`config.mk`:
```
export PLATFORM = sky130hd
export DESIGN_NAME = rand_arbiter_flat
export DESIGN_NICKNAME = d
export VERILOG_FILES = /design/src/rtl/rand_arbiter_if.sv /design/src/rtl/rand_arbiter.sv /design/src/flat_wrapper.sv
export SDC_FILE = /design/constraint.sdc
export NUM_CORES = 1
export LEC_CHECK = 0
export BUFFER_PORTS_ARGS = -buffer_cell sky130_fd_sc_hd__buf_4
export CORE_UTILIZATION = 48
export CTS_CLUSTER_DIAMETER = 120
export DETAILED_ROUTE_END_ITERATION = 8
export HOLD_SLACK_MARGIN = 0.08
export MAX_ROUTING_LAYER = met4
export PLACE_DENSITY = 0.79
export SKIP_CTS_REPAIR_TIMING = 1
export SYNTH_ARGS = -nofsm -noshare
export SYNTH_HDL_FRONTEND = slang
export SYNTH_SLANG_ARGS = --single-unit
```
`constraint.sdc`:
```
create_clock -name clk -period 2 [get_ports clk]
set_input_delay 0.3 -clock clk [delete_from_list [all_inputs] [get_ports clk]]
set_output_delay 0.3 -clock clk [all_outputs]
set_load 0.01 [all_outputs]
```
`src/rtl/rand_arbiter_if.sv`:
```
// rand_arbiter_if: requester and generator signals shared by the arbiter and its environment
interface rand_arbiter_if #(
    parameter int N_REQ  = 4,
    parameter int DATA_W = 8
);
    logic [N_REQ-1:0]        req;
    logic [N_REQ*DATA_W-1:0] seed_in;
    logic                    gen_done;
    logic [DATA_W-1:0]       gen_value;
    logic                    gen_start;
    logic [DATA_W-1:0]       gen_seed;
    logic [N_REQ-1:0]        ack;
    logic [DATA_W-1:0]       rnd_out;
    logic                    err;
    logic                    busy;
    modport master (
        output req, seed_in, gen_done, gen_value,
        input  gen_start, gen_seed, ack, rnd_out, err, busy
    );
    modport slave (
        input  req, seed_in, gen_done, gen_value,
        output gen_start, gen_seed, ack, rnd_out, err, busy
    );
endinterface

```
`src/rtl/rand_arbiter.sv`:
```
// rand_arbiter: round-robin sharing of one random generator among N_REQ requesters,
// with a watchdog that aborts a transaction whose generator never reports done
module rand_arbiter #(
    parameter int N_REQ   = 4,
    parameter int DATA_W  = 8,
    parameter int TIMEOUT = 16
) (
    input logic          clk,
    input logic          rst,
    rand_arbiter_if.slave bus
);
    localparam int IW = $clog2(N_REQ);
    localparam int CW = $clog2(TIMEOUT);
    localparam logic [1:0] IDLE = 2'd0, GRANT = 2'd1, WAIT = 2'd2, DELIVER = 2'd3;
    logic [1:0]       state;
    logic [IW-1:0]    rr_ptr, grant, win;
    logic [CW-1:0]    wait_cnt;
    logic [N_REQ-1:0] grant_oh;
    // scan downward so the lowest offset from rr_ptr wins
    always_comb begin
        win = rr_ptr;
        for (int k = N_REQ - 1; k >= 0; k--)
            if (bus.req[(int'(rr_ptr) + k) % N_REQ]) win = IW'((int'(rr_ptr) + k) % N_REQ);
    end
    assign grant_oh = {{(N_REQ-1){1'b0}}, 1'b1} << grant;
    // wait_cnt counts cycles since GRANT, so the abort lands TIMEOUT cycles after GRANT
    always_ff @(posedge clk or posedge rst) begin
        if (rst) begin
            state         <= IDLE;
            rr_ptr        <= '0;
            grant         <= '0;
            wait_cnt      <= '0;
            bus.gen_start <= 1'b0;
            bus.gen_seed  <= '0;
            bus.ack       <= '0;
            bus.rnd_out   <= '0;
            bus.err       <= 1'b0;
            bus.busy      <= 1'b0;
        end else begin
            bus.gen_start <= 1'b0;
            bus.ack       <= '0;
            bus.rnd_out   <= '0;
            bus.err       <= 1'b0;
            case (state)
                IDLE: begin
                    wait_cnt <= '0;
                    if (|bus.req) begin
                        grant         <= win;
                        bus.gen_seed  <= bus.seed_in[int'(win)*DATA_W +: DATA_W];
                        bus.gen_start <= 1'b1;
                        bus.busy      <= 1'b1;
                        state         <= GRANT;
                    end
                end
                GRANT: begin
                    wait_cnt <= wait_cnt + CW'(1);
                    state    <= WAIT;
                end
                WAIT: begin
                    wait_cnt <= wait_cnt + CW'(1);
                    if (bus.gen_done) begin
                        bus.rnd_out <= bus.gen_value;
                        bus.ack     <= grant_oh;
                        state       <= DELIVER;
                    end else if (wait_cnt == CW'(TIMEOUT - 1)) begin
                        bus.err <= 1'b1;
                        bus.ack <= grant_oh;
                        state   <= DELIVER;
                    end
                end
                default: begin
                    rr_ptr   <= (grant == IW'(N_REQ - 1)) ? '0 : grant + IW'(1);
                    bus.busy <= 1'b0;
                    state    <= IDLE;
                end
            endcase
        end
    end
endmodule

```
`src/flat_wrapper.sv`:
```
// flat-port wrapper written by rule: the top's interface ports become plain ports
module rand_arbiter_flat 
#(
    parameter int N_REQ   = 4,
    parameter int DATA_W  = 8,
    parameter int TIMEOUT = 16
)
  (clk, rst, bus_req, bus_seed_in, bus_gen_done, bus_gen_value, bus_gen_start, bus_gen_seed, bus_ack, bus_rnd_out, bus_err, bus_busy);
  rand_arbiter_if #(.N_REQ(N_REQ), .DATA_W(DATA_W)) bus_i ();
  input logic clk;
  input logic rst;
  input wire logic [$bits(bus_i.req)-1:0] bus_req;
  input wire logic [$bits(bus_i.seed_in)-1:0] bus_seed_in;
  input wire logic [$bits(bus_i.gen_done)-1:0] bus_gen_done;
  input wire logic [$bits(bus_i.gen_value)-1:0] bus_gen_value;
  output wire logic [$bits(bus_i.gen_start)-1:0] bus_gen_start;
  output wire logic [$bits(bus_i.gen_seed)-1:0] bus_gen_seed;
  output wire logic [$bits(bus_i.ack)-1:0] bus_ack;
  output wire logic [$bits(bus_i.rnd_out)-1:0] bus_rnd_out;
  output wire logic [$bits(bus_i.err)-1:0] bus_err;
  output wire logic [$bits(bus_i.busy)-1:0] bus_busy;
  assign bus_i.req = bus_req;
  assign bus_i.seed_in = bus_seed_in;
  assign bus_i.gen_done = bus_gen_done;
  assign bus_i.gen_value = bus_gen_value;
  assign bus_gen_start = bus_i.gen_start;
  assign bus_gen_seed = bus_i.gen_seed;
  assign bus_ack = bus_i.ack;
  assign bus_rnd_out = bus_i.rnd_out;
  assign bus_err = bus_i.err;
  assign bus_busy = bus_i.busy;
  rand_arbiter #(.N_REQ(N_REQ), .DATA_W(DATA_W), .TIMEOUT(TIMEOUT)) u_core (.clk(clk), .rst(rst), .bus(bus_i));
endmodule
```
---- Word level (Yosys, flattened, before mapping) ----
Cells that the tools add are included.
operators by class
  equal/unequal tests ..................... 6
  bitwise logic cells ..................... 4
  shift operators ......................... 2
  order comparisons ....................... 4
  mux-type cells .......................... 33
  reduce and logical (&&, ||, !) cells .... 11
  add/subtract/negate cells ............... 5
operators with widths
  cell                   count
  $shiftx A32 B6 Y8      1
  $mux W2                8
  $mux W8                2
  $mux W1                13
  $lt A3 B4 Y1 const B   3
  $mux W4                3
  $bmux W1 S2            4
  $pmux W4 S2            1
  $reduce_or A2 Y1       4
  $pmux W2 S3            1
  $reduce_and A2 Y1      3
  $add A2 B1 Y2 const B  2
  $add A2 B2 Y2 const B  2
  $add A4 B1 Y4 const B  1
  $eq A2 B2 Y1 const B   2
  $eq A4 B4 Y1 const B   1
  $reduce_or A4 Y1       1
  $shl A1 B2 Y4 const A  1
  $and A1 B1 Y1 const A  3
  $lt A2 B3 Y1 const B   1
  $ne A3 B2 Y1 const B   1
  $reduce_or A3 Y1       1
  $eq A2 B1 Y1 const B   1
  $logic_not A2 Y1       1
  other kinds (4)        4
storage, ports and cells
  register bits ........................... 33
  bits of input ports ..................... 47
  logic and storage cells ................. 75
  output and inout port bits .............. 23

---- Depth between registers and ports, before layout ----
  depth in word-level cells ............... 11
  mapped depth ............................ 7
  gate-level depth less buffers ........... 7

---- Worst setup path after synthesis ----
Ideal clock, no wire load.
  path type ............................... register to register
  from .................................... register u_core.rr_ptr[1]
  to ...................................... register u_core.bus.gen_seed[0]
  path buffers ............................ 2
  period minus slack after synthesis ...... 1.642 ns
  path slack .............................. 0.358 ns
  data required time ...................... 1.846 ns
  arrival ................................. 1.488 ns
  cell stages (with the launch flop) ...... 8
  library setup time ...................... 0.154 ns
  cell sequence ........................... dfrtp_1 -> a21boi_1 -> o21bai_4 -> and3_1 -> buf_2 -> buf_6 -> a211oi_2 -> a311oi_2
on the way
  word-level cells in the longest chain between the ends .. 9
  elaborated cells on any way between the ends .. 19
  those cells by class .................... add/sub (3); shift (1); mux (15)
ends and longest elaborated chain
  item                                        RTL line               RTL
  start: declaration                          rand_arbiter.sv:16     logic [IW-1:0] rr_ptr, grant, win;
  start signal: assignment                    rand_arbiter.sv:72     rr_ptr <= (grant == IW'(N_REQ - 1)) ? '0 : grant + IW'(1);
  $add A2 B2 Y2                               rand_arbiter.sv:23     if (bus.req[(int'(rr_ptr) + k) % N_REQ]) win = IW'((int'(rr_ptr) + k) % N_REQ);
  $bmux W1 S2                                 rand_arbiter.sv:23
  $mux W1 (not written as such) (2 in a row)  rand_arbiter.sv:23
  $mux W2 (3 in a row)                        rand_arbiter.sv:23
  $mux W2 (*)                                 rand_arbiter.sv:23
  $shiftx A32 B6 Y8 (*)                       rand_arbiter.sv:49     bus.gen_seed <= bus.seed_in[int'(win)*DATA_W +: DATA_W];
  end signal: assignment                      rand_arbiter.sv:49
  end: declaration                            rand_arbiter_if.sv:22  output gen_start, gen_seed, ack, rnd_out, err, busy
Every way passes the cells marked *; elsewhere a longest branch is shown, timed or not. The select of a mux whose other input is x is not followed.
A chain may end at the register's enable or synchronous reset.

---- Final worst setup path ----
  from .................................... register u_core.rr_ptr[0]
  to ...................................... register u_core.bus.gen_seed[3]
The elaborated chain is that of the path after synthesis.

==> results.toml <==
[sta]
clock_skew_ns = 0.005466
tightestPinTransition_ns = 0.4151
slew_viol_final = 0
setup_viol = 0
rsz0062_at_grt = "false"
finalHoldViolCount = 0
final.setup.worst_slack_ns = 0.1464
setup_tns_ns = 0
max_freq_mhz = 539.5
timing.final.crit_share_pct = 92.68
fin_crit_ns = 1.854
max-slew-margin-rel_pct = 72.25

[outcome]
outcome = "finished clean"

[route]
wl_per_cell_um = 14.06
drt_iter0_drc = 72
drc = 0
routed_wl_um = 4162
viasPerCell = 5.169
drt_first_pass_iters = 4
via_count = 1530
ant_nets = 0

[finish]
drive_gt1_share_pct = 40.80
area_delta_synth_final_pct = 40.74
diodes = 0
finalCoreUtilization_pct = 72.34
nNetsFinal = 304
fill_cells = 288

[placement]
place_hpwl_um = 3074
post-place-ws_ns = 0.1275
portBuffers = 69
globalplace.congestion = 0.8169

[synth]
async_flop_share_pct = 100.0
synth_top_area_share_pct = 46.68
ys.warnings.count = 0
synth_common_cells = "dfrtp_1, nand2_1, inv_1"
ys_types = 39
yosys.area.top_type = "dfrtp_1"
synth-main-ff-cell = "dfrtp_1"
synth_area_per_cell_um2 = 10.41
synth_area_mm2 = 0.001769
synth_seq_cells = 33
yosys-top-cells-area = "dfrtp_1, a311oi_2, ha_1"
synth-edff-count = 0
synthCells = 170
synth_nets = 225
ys_seq_area_share_pct = 46.68
synth_most_common_cell = "dfrtp_1"

[clock_tree]
clk_path_buf_depth = 2
root_buffer = "clkbuf_8"
htree_levels = 2
worstSkewPairLatency_ns = 0.27
clkSinkCount = 33
cts_buffers = 5
cts_tree = "done"
clk_pin_slew_worst_paths_ns = 0.07

[global_routing]
grt_pass1_vias = 1463
grt_first_pass_wirelength_um = 6865
grt_usage_pct = 23.14
gr-total-overflow = 0
grt_start_max_net_pins = 34
antenna_found_initial = 0

[job]
maxCapViolCount = 0

[die]
die_w_um = 62.71
initial_utilization_pct = 51.40
io_pins = 70
die_area_mm2 = 0.003933
core_mm2 = 0.003442
rows = 21
die_h_um = 62.71

[worst_setup_path]
rr_endpoint = "u_core.bus.gen_seed[3]"
reg2reg_slack_ns = 0.15
arrival_ns = 2.00
cp.required_ns = 2.15
crit_type = "flop to flop"
crit_fanout = 15
cp-start-kind = "flop"
rr_worst_depth = 7
r2r_start = "u_core.rr_ptr[0]"
endpoint_kind = "flop"

[power]
ir_drop_uv = 803.3
p_per_area_mw_per_mm2 = 1317
p_total_mw = 3.280
leakagePower_nw = 1.276

[min_path]
min_path_type = "input pin to async pin"
[worst max-delay path by stage]
| stage | start | to | slack (ns) |
|---|---|---|---|
| 2_1_floorplan | u_core.rr_ptr[1] | u_core.bus.gen_seed[0] | 0.36 |
| 6_report | u_core.rr_ptr[0] | u_core.bus.gen_seed[3] | 0.15 |
| 5_1_grt | u_core.rr_ptr[1] | u_core.bus.gen_seed[6] | 0.04 |
| 3_3_place_gp | bus_req[2] | u_core.bus.gen_seed[6] | 0.20 |
| 3_5_place_dp | bus_req[2] | u_core.bus.gen_seed[6] | 0.13 |
| 4_1_cts | u_core.rr_ptr[1] | u_core.bus.gen_seed[6] | 0.15 |
[cell type report]
class                      count  area [µm²]  area share [%]
multi-input combinational    116       855.8           34.37
clock inverter                 1       30.03           1.206
tap                           46       57.56           2.312
sequential                    33       825.8           33.17
clock buffer                   7       86.33           3.467
timing repair buffer          76       570.5           22.91
inverter                      17       63.81           2.563
[through the flow]
stage | std cells | cell area (µm²) | hold WS (ns)
final | 296 | 2490 | 0.1114
after global routing | 296 | 2490 | 0.1466
after CTS | 296 | 2490 | 0.1256
after detailed placement | 288 | 2374 | 0.4233
after global placement | 288 | 2374 | 0.4151
after floorplan | 170 | 1769 | 0.3698
[worst max-delay path, cell delays in order (launching register included)]
cell      delay (ns)
dfrtp_1         0.39
nor2b_1         0.25
o21ai_4         0.11
buf_4           0.17
and3_1          0.16
buf_4           0.18
a211oi_1        0.39
a311oi_2        0.07
[power breakdown]
part           switching, mW  internal, mW
sequential             0.156         0.902
combinational          0.839         0.748
clock                  0.230         0.406
total                   1.22          2.06
[cell usage in the layout (no fill, tap or decap), types with 4 or more instances in the layout]
cell type / instances
and2_1: 4
dfrtp_1: 33
a211oi_1: 6
nand2_1: 20
clkbuf_8: 6
ha_1: 8
inv_1: 16
a311oi_2: 7
buf_4: 76
o21ai_0: 5
a31oi_1: 8
nor2_1: 11
and3_1: 9
[logic make-up after synthesis]
logic type,share of synthesized area [%]
DFF,46.68
muxes,2.334
and+or+nand+nor,16.41
adders and majority gates,5.658
buffers and inverters,4.950
AOI/OAI and AO/OA,23.98
[sequential cells by signal, summed over array words and instances (netlist names)]
name                  cells
u_core.bus.gen_seed       8
u_core.bus.rnd_out        8
u_core.bus.ack            4
u_core.wait_cnt           4
u_core.grant              2
u_core.rr_ptr             2
u_core.state              2
u_core.bus.busy           1
u_core.bus.err            1
u_core.bus.gen_start      1
[metal layers]
layer	vias up	routed length [µm]	track usage [%]
met3	4	270	5.839
met1	697	1874	29.98
met4	0	18	4.070
li1	761	-	-
met2	68	1999	37.09
met5	-	0	-
Note: power is estimated with default switching activity, not from simulation.
